==> src/rtl/calc_accum_if.sv <==
// Keypad-to-accumulator bus: key handshake in, entry/result/status out.
interface calc_accum_if #(
  parameter int NDIG = 4
);
  localparam int W = 4 * NDIG;

  logic         valid_input;
  logic         ready;
  logic [4:0]   input_value;
  logic [W-1:0] inreg;
  logic [W-1:0] result;
  logic         ovf;
  logic         busy;

  modport master (
    output valid_input, input_value,
    input  ready, inreg, result, ovf, busy
  );

  modport slave (
    input  valid_input, input_value,
    output ready, inreg, result, ovf, busy
  );
endinterface

==> src/rtl/calc_accum_unit.sv <==
// Hex-keypad accumulator calculator with wrap/saturate arithmetic and sticky overflow.
// Define CALC_MUL_EN to enable the '*' operator (radix-2 shift-add over W cycles).
module calc_accum_unit #(
  parameter int NDIG = 4,
  parameter int SAT  = 0
) (
  input logic         clk,
  input logic         nrst,
  calc_accum_if.slave bus
);
  localparam int W = 4 * NDIG;
  localparam logic [W-1:0] ALL_ONES = '1;

  typedef enum logic [1:0] {OP_ADD = 2'd0, OP_SUB = 2'd1, OP_MUL = 2'd2} op_t;

  logic [W-1:0] inreg_reg, inreg_next;
  logic [W-1:0] result_reg, result_next;
  logic         ovf_reg, ovf_next;
  op_t          pend_reg, pend_next;

  logic [W-1:0] shifted;
  logic [W:0]   sum, diff;
  logic         fire, is_digit, is_op, busy;
  op_t          new_op;

`ifdef CALC_MUL_EN
  localparam int CW = $clog2(W);
  typedef enum logic {ST_IDLE = 1'b0, ST_MUL = 1'b1} state_t;

  state_t         state_reg, state_next;
  logic [2*W-1:0] mcand_reg, mcand_next;
  logic [2*W-1:0] acc_reg, acc_next, acc_sum;
  logic [W-1:0]   mplier_reg, mplier_next;
  logic [CW-1:0]  cnt_reg, cnt_next;

  assign busy = (state_reg == ST_MUL);
`else
  assign busy = 1'b0;
`endif

  assign bus.busy   = busy;
  assign bus.ready  = ~busy;
  assign bus.inreg  = inreg_reg;
  assign bus.result = result_reg;
  assign bus.ovf    = ovf_reg;
  assign fire       = bus.valid_input & ~busy;

  // New digit enters at the bottom; the top nibble falls off silently.
  genvar gi;
  generate
    for (gi = 1; gi < NDIG; gi++) begin : g_shift
      assign shifted[4*gi +: 4] = inreg_reg[4*(gi-1) +: 4];
    end
  endgenerate
  assign shifted[3:0] = bus.input_value[3:0];

  assign sum  = {1'b0, result_reg} + {1'b0, inreg_reg};
  assign diff = {1'b0, result_reg} - {1'b0, inreg_reg};

  always_comb begin
    is_digit = ~bus.input_value[4];
    is_op    = 1'b0;
    new_op   = OP_ADD;
    case (bus.input_value)
      5'h10: is_op = 1'b1;
      5'h11: begin is_op = 1'b1; new_op = OP_SUB; end
      5'h12: is_op = 1'b1;
`ifdef CALC_MUL_EN
      5'h14: begin is_op = 1'b1; new_op = OP_MUL; end
`endif
      default: ;
    endcase
  end

  always_comb begin
    inreg_next  = inreg_reg;
    result_next = result_reg;
    ovf_next    = ovf_reg;
    pend_next   = pend_reg;
`ifdef CALC_MUL_EN
    state_next  = state_reg;
    mcand_next  = mcand_reg;
    mplier_next = mplier_reg;
    acc_next    = acc_reg;
    cnt_next    = cnt_reg;
    acc_sum     = acc_reg + (mplier_reg[0] ? mcand_reg : '0);
`endif
    if (fire) begin
      if (is_digit) begin
        inreg_next = shifted;
      end else if (bus.input_value == 5'h15) begin
        inreg_next = '0;
      end else if (bus.input_value == 5'h13) begin
        inreg_next  = '0;
        result_next = '0;
        ovf_next    = 1'b0;
        pend_next   = OP_ADD;
      end else if (is_op) begin
        inreg_next = '0;
        pend_next  = new_op;
        case (pend_reg)
          OP_SUB: begin
            result_next = diff[W-1:0];
            if (diff[W]) begin
              ovf_next = 1'b1;
              if (SAT != 0) result_next = '0;
            end
          end
`ifdef CALC_MUL_EN
          OP_MUL: begin
            // Result register keeps its old value until the product lands.
            state_next  = ST_MUL;
            mcand_next  = {{W{1'b0}}, result_reg};
            mplier_next = inreg_reg;
            acc_next    = '0;
            cnt_next    = '0;
          end
`endif
          default: begin
            result_next = sum[W-1:0];
            if (sum[W]) begin
              ovf_next = 1'b1;
              if (SAT != 0) result_next = ALL_ONES;
            end
          end
        endcase
      end
    end
`ifdef CALC_MUL_EN
    if (state_reg == ST_MUL) begin
      acc_next    = acc_sum;
      mcand_next  = mcand_reg << 1;
      mplier_next = mplier_reg >> 1;
      cnt_next    = cnt_reg + CW'(1);
      if (cnt_reg == CW'(W - 1)) begin
        state_next  = ST_IDLE;
        result_next = acc_sum[W-1:0];
        if (|acc_sum[2*W-1:W]) begin
          ovf_next = 1'b1;
          if (SAT != 0) result_next = ALL_ONES;
        end
      end
    end
`endif
  end

  always_ff @(posedge clk or negedge nrst) begin
    if (!nrst) begin
      inreg_reg  <= '0;
      result_reg <= '0;
      ovf_reg    <= 1'b0;
      pend_reg   <= OP_ADD;
`ifdef CALC_MUL_EN
      state_reg  <= ST_IDLE;
      mcand_reg  <= '0;
      mplier_reg <= '0;
      acc_reg    <= '0;
      cnt_reg    <= '0;
`endif
    end else begin
      inreg_reg  <= inreg_next;
      result_reg <= result_next;
      ovf_reg    <= ovf_next;
      pend_reg   <= pend_next;
`ifdef CALC_MUL_EN
      state_reg  <= state_next;
      mcand_reg  <= mcand_next;
      mplier_reg <= mplier_next;
      acc_reg    <= acc_next;
      cnt_reg    <= cnt_next;
`endif
    end
  end
endmodule

==> src/flat_wrapper.sv <==
// flat-port wrapper written by rule: the top's interface ports become plain ports
module calc_accum_unit_flat 
#(
  parameter int NDIG = 4,
  parameter int SAT  = 0
)
  (clk, nrst, bus_valid_input, bus_input_value, bus_ready, bus_inreg, bus_result, bus_ovf, bus_busy);
  calc_accum_if #(.NDIG(NDIG)) bus_i ();
  input logic clk;
  input logic nrst;
  input wire logic [$bits(bus_i.valid_input)-1:0] bus_valid_input;
  input wire logic [$bits(bus_i.input_value)-1:0] bus_input_value;
  output wire logic [$bits(bus_i.ready)-1:0] bus_ready;
  output wire logic [$bits(bus_i.inreg)-1:0] bus_inreg;
  output wire logic [$bits(bus_i.result)-1:0] bus_result;
  output wire logic [$bits(bus_i.ovf)-1:0] bus_ovf;
  output wire logic [$bits(bus_i.busy)-1:0] bus_busy;
  assign bus_i.valid_input = bus_valid_input;
  assign bus_i.input_value = bus_input_value;
  assign bus_ready = bus_i.ready;
  assign bus_inreg = bus_i.inreg;
  assign bus_result = bus_i.result;
  assign bus_ovf = bus_i.ovf;
  assign bus_busy = bus_i.busy;
  calc_accum_unit #(.NDIG(NDIG), .SAT(SAT)) u_core (.clk(clk), .nrst(nrst), .bus(bus_i));
endmodule
==> config.mk <==
export PLATFORM = sky130hd
export DESIGN_NAME = calc_accum_unit_flat
export DESIGN_NICKNAME = d
export VERILOG_FILES = /design/src/rtl/calc_accum_if.sv /design/src/rtl/calc_accum_unit.sv /design/src/flat_wrapper.sv
export SDC_FILE = /design/constraint.sdc
export NUM_CORES = 1
export LEC_CHECK = 0
export CAP_MARGIN = 25
export CORE_ASPECT_RATIO = 0.9
export CORE_UTILIZATION = 50
export DETAILED_ROUTE_END_ITERATION = 16
export GPL_ROUTABILITY_DRIVEN = 0
export GPL_TIMING_DRIVEN = 0
export PLACE_DENSITY = 0.83
export REMOVE_ABC_BUFFERS = 1
export SYNTH_ARGS = -nofsm -noshare
export SYNTH_HDL_FRONTEND = slang
export SYNTH_SLANG_ARGS = --single-unit
==> constraint.sdc <==
create_clock -name clk -period 7.3 [get_ports clk]
set_input_delay 1.095 -clock clk [delete_from_list [all_inputs] [get_ports clk]]
set_output_delay 1.095 -clock clk [all_outputs]
set_load 0.05 [all_outputs]
-- Word level (Yosys, flattened, before mapping)
Cells that the tools add are included.
- flip-flop bits (word level): 35
- latch bits: 0
- memory bits (writable): 0
- ROM bits: 0
- output and inout bits: 35
- word-level logic and storage cells: 37
- memories: 0
- add/sub/neg operators: 2
- multiply operators: 0
- div/mod/pow operators: 0
- magnitude comparators: 0
- eq/ne operators: 8
- shift operators: 0
- multiplexer cells: 16
- bitwise operators: 1
- reductions and logical operators: 6
- operators with widths (operator ; number):
    two-way mux 16 bit ; 7
    == test 5 bit (second input constant) ; 5
    adder 16 x 16 -> 17 bit ; 1
    subtractor 16 x 16 -> 17 bit ; 1
    two-way mux 1 bit ; 7
    AND reduction 6 bit ; 1
    two-way mux 2 bit ; 2
    != test 4 x 1 -> 1 bit (second input constant) ; 1
    AND reduction 4 bit ; 1
    != test 3 x 1 -> 1 bit (second input constant) ; 1
    nonzero test 3 bit ; 1
    OR reduction 3 bit ; 1
    == test 2 x 1 -> 1 bit (second input constant) ; 1
    AND reduction 2 bit ; 1
    nonzero test 2 bit ; 1
    NOT 1 bit ; 1

-- Longest topological paths before layout
- depth after elaboration: 7
- mapped depth: 11

-- Worst setup path before layout
Ideal clock, no wire load.
- path type: register to register
- start: reg u_core.inreg_reg[7], in the netlist u_core.bus.inreg[7]
- end: reg u_core.result_reg[15], in the netlist u_core.bus.result[15]
- arrival: 2568 ps
- path slack: 4610 ps
- cell stages (with the launch flop): 11
- buffers on the path: 1
- clock period less this slack: 2690 ps
- cells stage by stage: dfrtp_1 inv_1 ha_1 buf_6 or3_4 nor4_2 o31ai_1 o311ai_1 a2111oi_1 or3_1 a32o_1
- word-level cells in the longest chain between the ends: 4
- elaborated cells on any way between the ends: 5
- RTL lines (element ; line ; RTL):
    start: declaration ; calc_accum_unit.sv:16 ; logic [W-1:0] inreg_reg, inreg_next;
    start signal: assignment ; calc_accum_unit.sv:161 ; inreg_reg <= inreg_next;
    adder 16 x 16 -> 17 bit / subtractor 16 x 16 -> 17 bit (equally long branches) ; calc_accum_unit.sv:57, calc_accum_unit.sv:58 ;
    two-way mux 16 bit * ; calc_accum_unit.sv:101 ; case (pend_reg)
    two-way mux 16 bit * ; calc_accum_unit.sv:98 ; end else if (is_op) begin
    two-way mux 16 bit * ; calc_accum_unit.sv:93 ; end else if (bus.input_value == 5'h13) begin
    end signal: assignment ; calc_accum_unit.sv:162 ; result_reg <= result_next;
    end: declaration ; calc_accum_unit.sv:17 ; logic [W-1:0] result_reg, result_next;
Every way passes the cells marked *; elsewhere a longest branch is shown, timed or not. The select of a mux whose other input is x is not followed.
A chain may end at the register's enable or synchronous reset.

-- Final worst setup path
- start: in bus_input_value[4]
- end: reg u_core.result_reg[15], in the netlist u_core.bus.result[15]
- word-level cells in the longest chain between the ends: 5
- elaborated cells on any way between the ends: 11
- RTL lines (element ; line ; RTL):
    start: declaration ; flat_wrapper.sv:12 ; input wire logic [$bits(bus_i.input_value)-1:0] bus_input_value;
    == test 5 bit ; calc_accum_unit.sv:64 ; case (bus.input_value)
    OR reduction 3 bit (no source line) ; - ;
    two-way mux 1 bit ; calc_accum_unit.sv:64 ;
    nonzero test 2 bit (no source line) ; - ;
    AND reduction 4 bit (no source line) ; - ;
Several ways; a longest one is shown, not always the timed one.

==> qor.yml <==
drt_iter0_drc: 454
finalSetupViolCount: 0
numCtsBuffers: 5
clock_sinks: 34
synth.avg_cell_area_sq_um: 8.564
fin_skew_ps: 10.54
layout-drive-gt1-share_pct: 3.581
design.die.area_sq_um: 6045
power_density_nw_per_um2: 437.4
synth_ff_type: "dfrtp_1"
routedWlPerCell_microns: 18.12
ys_warn_count: 0
arrival_ps: 3400
final-hold-violation-count: 0
fmax_ghz: 0.3150
fin_hold_ws_ps: 548.5
cts_tree: "built"
crit_required_ps: 7520
final_common_cell: "clkdlybuf4s50_1"
cp_slowest_cell: "nand2_1"
routed_wl_mm: 7.793
detail-route-antenna-nets: 0
grt_max_degree: 35
worstSetupStartpointType: "input pin"
pwr-share-comb_pct: 63.7
syn_to_final_growth_pct: 18.27
setup_tns_ps: 0
tightest_slew_ps: 1071
root_buffer: "clkbuf_8"
clock_latency_ps: 300
antenna_found_initial: 0
fp.coreArea_sq_um: 5380
worst_hold_path_type: "register to register"
p_sw_mw: 0.7571
portBuffers: 40
rsz0062_at_grt: "no"
ys_types: 49
die-height_microns: 73.86
mostFrequentLayoutCells: "clkdlybuf4s50_1 (39), dfrtp_1 (34), inv_1 (32), ha_1 (32)"
synth_area_leaders: "dfrtp_1 (30%), ha_1 (14%), a22o_1 (5.8%)"
firstDrtPassIters: 5
synth_seq_cells: 34
yosysTopAreaCell: "dfrtp_1"
cp_cell_sequence: "clkdlybuf4s50_1 -> inv_1 -> nor3_1 -> nand2_1 -> a21oi_1 -> a32o_1"
pin_count: 43
grt_pass1_wl_mm: 12.45
hold_buffers: 0
cts_setup_buffers: 0
path_max_fanout: 21
grt_use_total_pct: 27.57
clkPwrFrac_pct: 14.7
critPathKind: "input pin to register"
synth_area_sq_um: 2869
die_x_microns: 81.85
register_area_sq_um: 850.8
synth_edf_count: 0
initial_utilization_pct: 53.33
cpPeakStageDelay_ps: 580
cts_resized: 0
row_count: 25
grt_overflow_total: 0
antenna_cells: 0
slew_viol_final: 0
status: "finished clean"
period_needed_ps: 3175
synth_top_area_share_pct: 29.66
nFillCells: 436
clockBufferDepth: 2
p_int_mw: 0.7272
cap_violations: 0
htree_levels: 2
nets: 404
drc: 0
pwr-share-seq_pct: 21.6
p_leak_nw: 1.530
multi_input_area_sq_um: 1798
synthArstFlopShare_pct: 100.0
path_clk_slew_ps: 80
fin_crit_sh_pct: 43.49
slew_headroom_pct: 28.09
peakVddDrop_uv: 253.9
yosysSeqAreaShare_pct: 29.66
endpoint_kind: "register"
synth_cells: 335
vias: 2740
vias_per_cell: 6.372
dp_hpwl_mm: 5.586
sw_frac_of_total_pct: 51.00
grt_pass1_vias: 2473
cell families (layout without fill, tap and decap cells):
logic type               count (synthesis)  after routing  share of synthesized area (%)
AND/OR/NAND/NOR                         72             72                          12.34
adder cells (fa/ha/maj)                 34             34                          15.35
other                                    2              2                         0.2618
AO/OA/AOI/OAI                          124            124                          29.66
flip-flops                              34             34                          29.66
multiplexers                             3              3                          1.090
XOR/XNOR                                13             13                          3.969
buffers and inverters                   53             81                          7.675
final timing paths:
check | start | endpoint | slack (ps) | cells after the start
max reg2reg | u_core.bus.inreg[4]$_DFFE_PN0P_ | u_core.bus.result[15]$_DFFE_PN0P_ | 4360 | 9
max in group asynchronous | nrst | u_core.bus.ovf$_DFFE_PN0P_ | 5930 | 1
min | u_core.bus.result[4]$_DFFE_PN0P_ | u_core.bus.result[4]$_DFFE_PN0P_ | 550 | 2
max | bus_input_value[4] | u_core.bus.result[15]$_DFFE_PN0P_ | 4130 | 6
min reg2reg | u_core.bus.result[4]$_DFFE_PN0P_ | u_core.bus.result[4]$_DFFE_PN0P_ | 550 | 2
min in group asynchronous | nrst | u_core.bus.result[0]$_DFFE_PN0P_ | 870 | 1
through the flow:
| stage | power [mW] | worst slack, ps | instances | utilization [%] | area, sq um |
|---|---|---|---|---|---|
| global placement | 1.216 | 3977 | 421 | 60.47 | 3253 |
| detailed placement | 1.242 | 3885 | 421 | 60.37 | 3248 |
| finish | 1.484 | 4125 | 430 | 63.07 | 3393 |
| floorplan | 0.9908 | 4606 | 314 | - | 2769 |
| CTS | 1.466 | 4174 | 429 | 62.93 | 3386 |
| global route | 1.574 | 4015 | 430 | 63.07 | 3393 |
synthesized netlist by cell type, drive strengths merged, types with 3 or more instances:
library cell and count:
a211oi 3, a21o 6, a21oi 26, a22o 19, buf 11, clkbuf 10
dfrtp 34, ha 32, inv 32, nand2 24, nand2b 5, nand3 7
nand4 5, nor2 14, nor2b 3, nor3 5, nor4 4, o211ai 6
o21a 5, o21ai 27, o31a 6, o31ai 11, xnor2 10, xor2 3
area by class of cell:
type | count | area share [%]
Timing Repair Buffer | 41 | 11.87
Inverter | 32 | 3.540
Sequential cell | 34 | 25.07
Multi-Input combinational cell | 248 | 52.99
Tap cell | 67 | 2.471
Clock inverter | 3 | 2.028
Clock buffer | 5 | 2.028
power by group through the flow:
stage / Sequential (mW) / Clock, mW / Combinational, mW
floorplan: 0.484 / 0 / 0.507
global placement: 0.318 / 0 / 0.898
detailed placement: 0.322 / 0 / 0.919
CTS: 0.320 / 0.218 / 0.929
global route: 0.329 / 0.229 / 1.02
finish: 0.321 / 0.218 / 0.946
worst max-delay path, delay by kind of cell:
| family | cells | cell delay [ps] |
|---|---|---|
| and+or+nand+nor | 2 | 930 |
| AOI/OAI and AO/OA | 2 | 820 |
| buffers and inverters | 2 | 550 |
per-layer routing:
layer	wire (microns)	global-route usage (%)	share of wire [%]	up-vias
li1	-	-	-	1267
met1	3272	40.08	42	1296
met2	3588	42.79	46	157
met3	782	3.727	10	20
met4	149	7.018	1.9	0
met5	0	0	0	-
Power figures use the tool's default switching activity.
